File: src/rtl/i2c_data_unit.sv
// I2C datapath stage: bit-clock generator, transmit shift register, SDA drive and ack capture.
// Optional slave clock stretching is compiled in with `define I2C_CLOCK_STRETCH_EN.
module i2c_data_unit #(
  parameter int BAUD_DIV = 250,
  parameter int CNT_W    = 8
) (
  input  logic       Clock,
  input  logic       Reset,
  input  logic       BaudEnable,
  input  logic       ReadOrWrite,
  input  logic       Select,
  input  logic       ShiftOrHold,
  input  logic       StartStopAck,
  input  logic       WriteLoad,
  input  logic [7:0] SendData,
  input  logic       SDAIn,
`ifdef I2C_CLOCK_STRETCH_EN
  input  logic       SCLIn,
`endif
  output logic       ClockI2C,
  output logic       SCLLow,
  output logic       SDALow,
  output logic       AckReceived,
  output logic       NackError,
  output logic [3:0] BitsSent
);

  localparam logic [CNT_W-1:0] LAST_COUNT = CNT_W'(BAUD_DIV - 1);
  localparam logic [3:0]       MAX_BITS   = 4'd8;

  logic [CNT_W-1:0] half_cnt_q, half_cnt_d;
  logic             clk_i2c_q, clk_i2c_d;
  logic             fall_strobe_q, fall_strobe_d;
  logic [7:0]       shift_reg_q, shift_reg_d;
  logic [3:0]       bits_q, bits_d;
  logic             sda_low_q, sda_low_d;
  logic             ack_q, ack_d;
  logic             nack_q, nack_d;
  logic             sda_meta_q, sda_meta_d;
  logic             sda_sync_q, sda_sync_d;
  logic             rise_strobe;
  logic             stalled;

`ifdef I2C_CLOCK_STRETCH_EN
  logic scl_meta_q, scl_meta_d;
  logic scl_sync_q, scl_sync_d;
  logic stretch_wait_q, stretch_wait_d;

  // After our own rising toggle, the slave may still hold SCL low; the high
  // phase only really begins once the synchronised bus level reads high.
  always_comb begin
    scl_meta_d  = SCLIn;
    scl_sync_d  = scl_meta_q;
    stalled     = stretch_wait_q & ~scl_sync_q;
    rise_strobe = stretch_wait_q & scl_sync_q;
  end
`else
  logic rise_strobe_q, rise_strobe_d;

  always_comb begin
    stalled     = 1'b0;
    rise_strobe = rise_strobe_q;
  end
`endif

  always_comb begin
    half_cnt_d    = half_cnt_q;
    clk_i2c_d     = clk_i2c_q;
    fall_strobe_d = 1'b0;
`ifdef I2C_CLOCK_STRETCH_EN
    stretch_wait_d = rise_strobe ? 1'b0 : stretch_wait_q;
`else
    rise_strobe_d  = 1'b0;
`endif
    // Dropping BaudEnable parks SCL high without announcing a rising edge.
    if (!BaudEnable) begin
      half_cnt_d = '0;
      clk_i2c_d  = 1'b1;
`ifdef I2C_CLOCK_STRETCH_EN
      stretch_wait_d = 1'b0;
`endif
    end else if (stalled) begin
      half_cnt_d = '0;
    end else if (half_cnt_q == LAST_COUNT) begin
      half_cnt_d    = '0;
      clk_i2c_d     = ~clk_i2c_q;
      fall_strobe_d = clk_i2c_q;
`ifdef I2C_CLOCK_STRETCH_EN
      stretch_wait_d = ~clk_i2c_q;
`else
      rise_strobe_d  = ~clk_i2c_q;
`endif
    end else begin
      half_cnt_d = half_cnt_q + CNT_W'(1);
    end
  end

  always_comb begin
    shift_reg_d = shift_reg_q;
    bits_d      = bits_q;
    if (!stalled) begin
      if (WriteLoad) begin
        shift_reg_d = SendData;
        bits_d      = '0;
      end else if (ShiftOrHold && fall_strobe_q) begin
        shift_reg_d = {shift_reg_q[6:0], 1'b0};
        if (bits_q != MAX_BITS) begin
          bits_d = bits_q + 4'd1;
        end
      end
    end
  end

  always_comb begin
    sda_low_d = sda_low_q;
    if (!stalled) begin
      if (ReadOrWrite) begin
        sda_low_d = 1'b0;
      end else if (Select) begin
        sda_low_d = ~shift_reg_q[7];
      end else begin
        sda_low_d = ~StartStopAck;
      end
    end
  end

  // The ack result is sticky so the controller can inspect it any time before the next byte.
  always_comb begin
    sda_meta_d = SDAIn;
    sda_sync_d = sda_meta_q;
    ack_d      = ack_q;
    nack_d     = nack_q;
    if (WriteLoad) begin
      ack_d  = 1'b0;
      nack_d = 1'b0;
    end else if (rise_strobe && ReadOrWrite) begin
      ack_d  = ~sda_sync_q;
      nack_d = sda_sync_q;
    end
  end

  always_ff @(posedge Clock or posedge Reset) begin
    if (Reset) begin
      half_cnt_q    <= '0;
      clk_i2c_q     <= 1'b1;
      fall_strobe_q <= 1'b0;
      shift_reg_q   <= '0;
      bits_q        <= '0;
      sda_low_q     <= 1'b0;
      ack_q         <= 1'b0;
      nack_q        <= 1'b0;
      sda_meta_q    <= 1'b1;
      sda_sync_q    <= 1'b1;
`ifdef I2C_CLOCK_STRETCH_EN
      scl_meta_q     <= 1'b1;
      scl_sync_q     <= 1'b1;
      stretch_wait_q <= 1'b0;
`else
      rise_strobe_q  <= 1'b0;
`endif
    end else begin
      half_cnt_q    <= half_cnt_d;
      clk_i2c_q     <= clk_i2c_d;
      fall_strobe_q <= fall_strobe_d;
      shift_reg_q   <= shift_reg_d;
      bits_q        <= bits_d;
      sda_low_q     <= sda_low_d;
      ack_q         <= ack_d;
      nack_q        <= nack_d;
      sda_meta_q    <= sda_meta_d;
      sda_sync_q    <= sda_sync_d;
`ifdef I2C_CLOCK_STRETCH_EN
      scl_meta_q     <= scl_meta_d;
      scl_sync_q     <= scl_sync_d;
      stretch_wait_q <= stretch_wait_d;
`else
      rise_strobe_q  <= rise_strobe_d;
`endif
    end
  end

  assign ClockI2C    = clk_i2c_q;
  assign SCLLow      = ~clk_i2c_q;
  assign SDALow      = sda_low_q;
  assign AckReceived = ack_q;
  assign NackError   = nack_q;
  assign BitsSent    = bits_q;

endmodule

File: config.mk
export PLATFORM = sky130hd
export DESIGN_NAME = i2c_data_unit
export DESIGN_NICKNAME = d
export VERILOG_FILES = /design/src/rtl/i2c_data_unit.sv
export SDC_FILE = /design/constraint.sdc
export NUM_CORES = 1
export LEC_CHECK = 0
export ABC_AREA = 1
export BUFFER_PORTS_ARGS = -buffer_cell sky130_fd_sc_hd__buf_2
export CAP_MARGIN = 5
export CORE_UTILIZATION = 30
export DETAILED_ROUTE_END_ITERATION = 12
export SYNTH_ARGS = -nofsm -noshare
export SYNTH_HDL_FRONTEND = slang
export SYNTH_SLANG_ARGS = --single-unit
File: constraint.sdc
create_clock -name Clock -period 1 [get_ports Clock]
set_input_delay 0.1 -clock Clock [delete_from_list [all_inputs] [get_ports Clock]]
set_output_delay 0.1 -clock Clock [all_outputs]
set_load 0.01 [all_outputs]
==> results of run 1 <==
[worst paths after layout]
check,slack (ps),from,to,depth (start not counted)
hold reg to reg,360,sda_meta_q,sda_sync_q,0
max in group asynchronous,370,Reset,ClockI2C,4
min in group asynchronous,380,Reset,AckReceived,4
setup reg to reg,-150,half_cnt_q[0],half_cnt_q[4],7
hold / removal,10,Select,SDALow,2
setup / recovery,-150,half_cnt_q[0],half_cnt_q[4],7
[stage by stage]
| stage | area (um^2) | TNS, ps | setup WS (ps) | hold slack, ps | power, mW |
|---|---|---|---|---|---|
| floorplan | 1330 | -466 | -48.2 | 104 | 1.35 |
| CTS | 1800 | -1660 | -124 | 0.338 | 2.38 |
| finish | 1910 | -2040 | -150 | 10.9 | 2.37 |
| global placement | 1590 | -1170 | -114 | 145 | 1.44 |
| detailed placement | 1590 | -1360 | -128 | 147 | 1.44 |
| global route | 1910 | -3160 | -222 | 2.39 | 2.49 |
[power groups by stage]
| stage | sequential, mW | combinational [mW] | clock (mW) |
|---|---|---|---|
| finish | 1.22 | 0.267 | 0.890 |
| global route | 1.22 | 0.304 | 0.959 |
| CTS | 1.22 | 0.239 | 0.924 |
| detailed placement | 1.24 | 0.204 | 0 |
| global placement | 1.24 | 0.202 | 0 |
| floorplan | 1.24 | 0.114 | 0 |
[worst register-to-register path: cells and delay by family (launching register included)]
family                     cells  cell delay, ps
and+or+nand+nor                4             360
DFF                            1             420
buffers and inverters          2             160
adders and majority gates      1             110
[repair_timing]
action | in CTS | in global routing
pin swaps | 5 | 9
setup buffers | 5 | 5
endpoints found under the hold margin | 26 | 0
gates resized for setup | 18 | 22
endpoints found under the setup margin | 21 | 28
cloned | 0 | 0
hold buffers | 2 | 0
[cells by family (layout without fill, tap and decap cells)]
group	after synthesis	after routing
XOR/XNOR	5	5
AND/OR/NAND/NOR	86	86
AO/OA/AOI/OAI	9	9
buffers and inverters	17	68
flip-flops	28	28
adder cells (fa/ha/maj)	4	4
[metal layers]
metal	global-route usage, %	routed length [um]
met1	15.8	1350
met2	19.6	1210
met3	4.00	118
met4	2.34	19
met5	0	0
[cell usage after synthesis, types with 2 or more instances]
cell type / n / area, um^2
o21ai_1: 3 / 15.0
a21oi_1: 2 / 10.0
dfrtp_1: 25 / 626
nand3_1: 19 / 95.1
inv_1: 13 / 48.8
xor2_1: 2 / 17.5
buf_6: 2 / 22.5
ha_1: 4 / 50.1
nand2_2: 3 / 18.8
o211ai_1: 3 / 22.5
nor2_1: 17 / 63.8
xnor2_1: 3 / 26.3
nand2_1: 41 / 154
dfstp_2: 3 / 78.8
[cell type report]
cell class	count	area [um^2]
Clock buffer	3	41.3
Fill cell	401	2200
Multi-Input combinational cell	104	633
Timing Repair Buffer	49	379
Tap cell	50	62.6
Sequential cell	28	707
Clock inverter	1	30.0
Inverter	15	58.8
==> impl.org, run 1 <==
** Floorplan
- Floorplan row count :: 23
- Measured along the x axis, the die boundary spans slightly below 70 um.
- Die H :: roughly 70 um
- Starting utilization of the core area :: roughly a third
- Total core area :: 4120 um^2
- Pin placement for this block handled 26 I/O pins.
- Die area :: between 4000 and 5000 um^2

** Worst setup path
- Along the worst path, the maximum fanout reaches 7.
- Cell-by-cell listing of the critical path :: buf_6 -> ha_4 -> inv_2 -> nor2_4 -> nand2_4 -> nand2_8 -> nor2_1
- CP Class :: reg2reg
- Largest stage delay on the critical path :: approximately 420 ps
- Critical Path Sink Type :: register
- The number of buffers and inverters on the critical path is 2.
- Worst path arrival time :: 1320 ps
- Nature of the critical path startpoint :: register
- Crit path required time :: 1170 ps
- On the critical path the largest part of the delay comes from flip-flops.
- Cell at the slowest stage of the critical path :: dfrtp_1

** Detailed routing
- The pre-antenna-repair detailed-routing pass consisted of 4 iterations.
- The detail route stage leaves a number of antenna-violating nets equal to 0.
- Via count :: roughly 1,100
- Initial detailed-routing violation count :: 33
- Summed over all layers, the routed wires come to ~2700 um.
- Routed wire per std cell :: 10.8 um
- After detailed routing, the number of vias per cell comes to about 4.6.
- For this run, design rule violations remaining after detail routing come to 0.

** STA
- The final critical path takes up 115% of the cycle.
- At the pin with the least slew margin, the transition time is 191 ps.
- F_max :: between 0.8 and 0.9 GHz
- In the post-route analysis, the smallest setup slack over all paths is -150 ps.
- Slew HR :: 87.2%
- # setup viols final :: 19
- Final number of max-transition violations :: 0
- Final hold violation count :: 0
- Worst Skew :: 1.03 ps
- Setup repair after global routing could not meet its margin everywhere.
- Clock period minus worst slack :: 1150 ps

** Yosys
- Main combinational cell family by area after synthesis :: simple AND/OR/NAND/NOR gates
- Area share of xor/xnor cells in the synthesized design :: 3.33%
- Cells after Synth :: 149
- Synthesis Warnings :: 0
- The average instance in the mapped netlist occupies 8.83 um^2.
- Simple-gate portion of the synthesized area :: 29.0%
- Counting every net in the synthesized netlist gives 170.
- In the synthesized netlist the dominant register cell turns out to be dfrtp_1.
- Adder-cell share of the synthesized area :: 3.80%
- Synthesis inferred 28 register bits.
- The netlist uses 23 different library cells.
- Of the post-synthesis cell area, the part taken by muxes is 0%.
- Number of enable flip-flop cells after synthesis :: 0
- Post-synthesis sequential area ratio :: 53.5%
- The synthesized netlist devotes 4.18% of its cell area to compound gates.
- Of all flip-flops after synthesis, the portion carrying an async set or reset was 100%.
- Post-synth design cell area :: 1320 um^2

** Finish
- Commonest non-fill, non-tap cell in the layout :: nand2_1
- Once layout is complete, the cells apart from fillers number 250.
- For this run, the share of the core covered by cells in the final layout is 46.5%.
- Commonest cells after routing, fill and taps aside :: nand2_1 (37), dfrtp_1 (23), buf_2 (19)
- Share of cells above drive strength 1 :: between 40% and 50%
- Area growth, synth to finish :: 45.2%
- The number of antenna diodes in the final layout is 0.
- In the final design database the tool counted 222 nets.

** Clock tree
- Clock Pin Slew Worst Setup and Hold Paths :: 90 ps
- No sink is reached through more buffers than the 2 on the longest clock path.
- Clock buffer count from CTS :: 3
- Number of clock sinks seen by CTS :: 28
- Clk Latency, worst-skew pair :: 270 ps
- TritonCTS built the clock tree.
- CTS built an H-tree with a depth of 1.
- The tree is rooted in a clkbuf_8.

** Placement
- The wire-length estimate of the detail-placed layout is 1840 um.
- Number of buffers added on ports :: 25
- Placed Cells incl. Taps :: 234
- Final estimated routing congestion in global placement :: 0.760

** Power
- For this design the total switching power over the nets is 0.518 mW.
- For this design the ratio of total power to cell area is approximately 1200 nW/um^2.
- Internal :: 1.86 mW
- Net switching is 21.8% of the power.
- Summed over all cells, the static leakage comes to 0.928 nW.
- Sequential share of power :: 51.2%
- Power share of the clock group :: between 30% and 40%
- The worst-case IR drop observed on VDD is 927 uV.
- Combinational logic is responsible for between 10% and 20% of the overall power.

** Global routing
- Total track usage :: 12.2%
- After global routing the overflow that remains totals 0.
- Via count of the first global-routing pass :: 941
- The number of antenna violations at the first check in global routing was 0.
- Largest net degree at the start of global routing :: 29
- Wire length of the first global-routing pass :: 4210 um

** Outcome
- Violated checks :: negative setup slack
- The run finished, with violations left.

** Worst hold path
- Hold Crit Class :: in2reg

** Flow run
- Across the run, the number of max-cap violations was 0.
No activity file was read; power rests on OpenSTA's default activity.
==> run 2, diff against run 1 <==
- CORE_UTILIZATION: 30 -> 47
- PLACE_DENSITY: default -> 0.7
==> run 2 against run 1 <==
  * The run still ends with negative setup slack left
  * Critical path type is now reg2out
  * Register-to-register slack hardly changed
  * First-iteration DRC count decreased by 55%
  * Largest power group unchanged
  * Maximum frequency is 3.0% lower
  * Clock power shrank 17%
  * Core utilization rose by 28 points
  * Die area is 35% lower
  * Cell area grew 0.52%
  * Combinational power is 2% lower
  * Largest cell class unchanged
==> impl.org, run 2 (synthesized netlist as in run 1, its figures left out) <==
** Floorplan
- Die area :: 3020 um^2
- The die is 54.9 um wide.
- The initial utilization of the core area, before any placement, comes to 51.3%.
- I/O pins :: 26
- Total core area :: 2570 um^2
- Die H :: 54.9 um
- In this run the core area contains 18 standard-cell rows.

** STA
- Final hold violation count :: 0
- Counting I/O delays and the setup requirement, the final critical path takes 1190 ps.
- The worst path uses 119% of the clock period.
- For the final database, setup skew stands at 1.18 ps.
- Hold is met by 11.2 ps.
- F_max :: 0.843 GHz
- RSZ-0062 raised after global routing :: yes
- Summed over all failing endpoints, the final setup total negative slack is -2720 ps.
- Final Worst Setup Slack :: -186 ps
- Least-Margin Pin Slew :: 244 ps
- Measured against its own limit, the worst slew margin works out to between 80% and 90%.
- Final number of max-transition violations :: 0
- # setup viols final :: 20

** Global routing
- Entering global routing, the biggest net connects 20 pins.
- Number of antenna violations at the first check in global routing :: 0
- Wire length of the first global-routing pass :: between 4000 and 5000 um
- The number of global-route vias before repair came to 1,133.
- Total track usage :: between 20 and 25%
- Global route total overflow :: 0

** Worst hold path
- In this run the most critical hold path is launched from SendData[2].
- Worst-case hold path end point :: shift_reg_q[2]
- Counting instances, the worst hold path has a depth of 3.
- Hold Crit Class :: in2reg

** Worst setup path
- Reg-to-reg critical path startpoint :: half_cnt_q[1]
- Maximum fanout encountered on the critical timing path :: 4
- For the worst flop-to-flop path, the logic depth is 8.
- The endpoint identified for the worst register-to-register timing path is ClockI2C.
- Crit path required time :: 900 ps
- Across all register-to-register paths, the minimum setup slack is -160 ps.
- At the worst endpoint, the arrival time is 1090 ps.
- The critical path in this run is classified as reg2out.
- Nature of the critical path startpoint :: register
- Critical Path Sink Type :: output port

** Placement
- Counting tap cells, the placed design contains a total of 212 instances.
- Final estimated routing congestion in global placement :: 0.721
- Worst slack, placed :: -130 ps
- The wire-length estimate of the detail-placed layout is 1870 um.
- Number of buffers added on ports :: 25

** Clock tree
- CTS placed an instance of clkbuf_4 at the clock tree root.
- Clock H-tree levels :: 1
- After clock tree synthesis, the clock-pin slew on the worst setup and hold paths is 150 ps.
- TritonCTS built the clock tree.
- Clock buffer count from CTS :: 3
- Number of clock sinks seen by CTS :: 28
- Buffer depth of the longest clock path :: 2
- For the worst-skew pair, the clock arrives at the later sink with an insertion delay of 320 ps.

** Detailed routing
- Via count :: 1,156
- Routed Antenna Nets :: 0
- In the final routed layout, each cell accounts on average for roughly 13 um.
- The first detailed-routing pass ran for 4 iterations.
- For this block, the initial DRC count from the detailed router was 15.
- After detailed routing, the total wire length is between 2000 and 3000 um.
- After detailed routing, the number of remaining DRC violations is 0.
- Using the TritonRoute via totals, the vias-per-cell ratio works out to 5.00.

** Finish
- The repair_antennas step left the layout with diodes totalling 0.
- Leaving out fill and tap cells, the most frequent cells in the layout are nand2_1 (31), dfrtp_1 (22), buf_2 (19).
- Commonest non-fill, non-tap cell in the layout :: nand2_1
- Count of nets after finishing :: between 200 and 250
- Number of standard cells in the final layout excluding fillers :: 231
- Share of cells above drive strength 1 :: 45.8%
- Relative to the synthesized area, the layout overhead comes to 46.0%.
- Once layout is complete, the utilization of the core stands at approximately three quarters.

** Power
- Power spread over the standard cell area amounts to 1150 nW/um^2.
- In this run the static leakage power is 0.917 nW.
- Maximum VDD drop :: 842 uV

** Outcome
- The checks that failed: negative setup slack.
- The run finished, with violations left.

** Flow run
- Max Cap Viol :: 0
-- run 2: area by class of cell --
class	count	area, um^2
Clock buffer	3	22.5
Clock inverter	1	30.0
Fill cell	181	646
Inverter	15	58.8
Multi-Input combinational cell	104	673
Sequential cell	28	708
Tap cell	30	37.5
Timing Repair Buffer	50	392
-- run 2: metrics by stage --
stage               area, um^2  total power [mW]
CTS                       1860              2.22
detailed placement        1540              1.44
floorplan                 1330              1.35
finish                    1920              2.22
global route              1920              2.32
global placement          1540              1.43
-- run 2: worst max path at each step --
stage | start | end | slack, ps | cells after the start
6_report | ClockI2C | SCLLow | -190 | 2
5_1_grt | half_cnt_q[1] | ClockI2C | -230 | 8
4_1_cts | ClockI2C | SCLLow | -180 | 2
3_5_place_dp | half_cnt_q[1] | half_cnt_q[3] | -130 | 7
3_3_place_gp | half_cnt_q[1] | half_cnt_q[4] | -70 | 7
2_1_floorplan | BitsSent[1] | BitsSent[3] | -50 | 7
-- run 2: timing repair --
| item | in CTS | in global routing |
|---|---|---|
| hold endpoints to repair | 33 | 0 |
| resized for setup | 32 | 17 |
| endpoints found under the setup margin | 23 | 27 |
| hold buffers | 9 | 0 |
| pin swaps | 17 | 5 |
| setup buffers | 6 | 0 |
| cloned | 0 | 0 |
-- run 2: worst max-delay path, cell delays in order, from the launching register on --
cell	delay, ps
dfstp_2	600
inv_2	50
buf_6	110
-- run 2: power breakdown --
part / leakage, nW / internal [mW] / switching, mW / total, mW
registers: 0.358 / 1.19 / 0.0282 / 1.22
clock network: 0.0279 / 0.405 / 0.335 / 0.740
logic: 0.531 / 0.129 / 0.132 / 0.262
-- run 2: metal layers --
layer  track usage, %  vias to the layer above  part of all wire [%]
met5                0                        -                     0
met1             23.0                      550                    42
li1                 -                      577                     -
met4             12.1                        0                   1.0
met2             42.0                       23                    53
met3             4.10                        6                   4.0
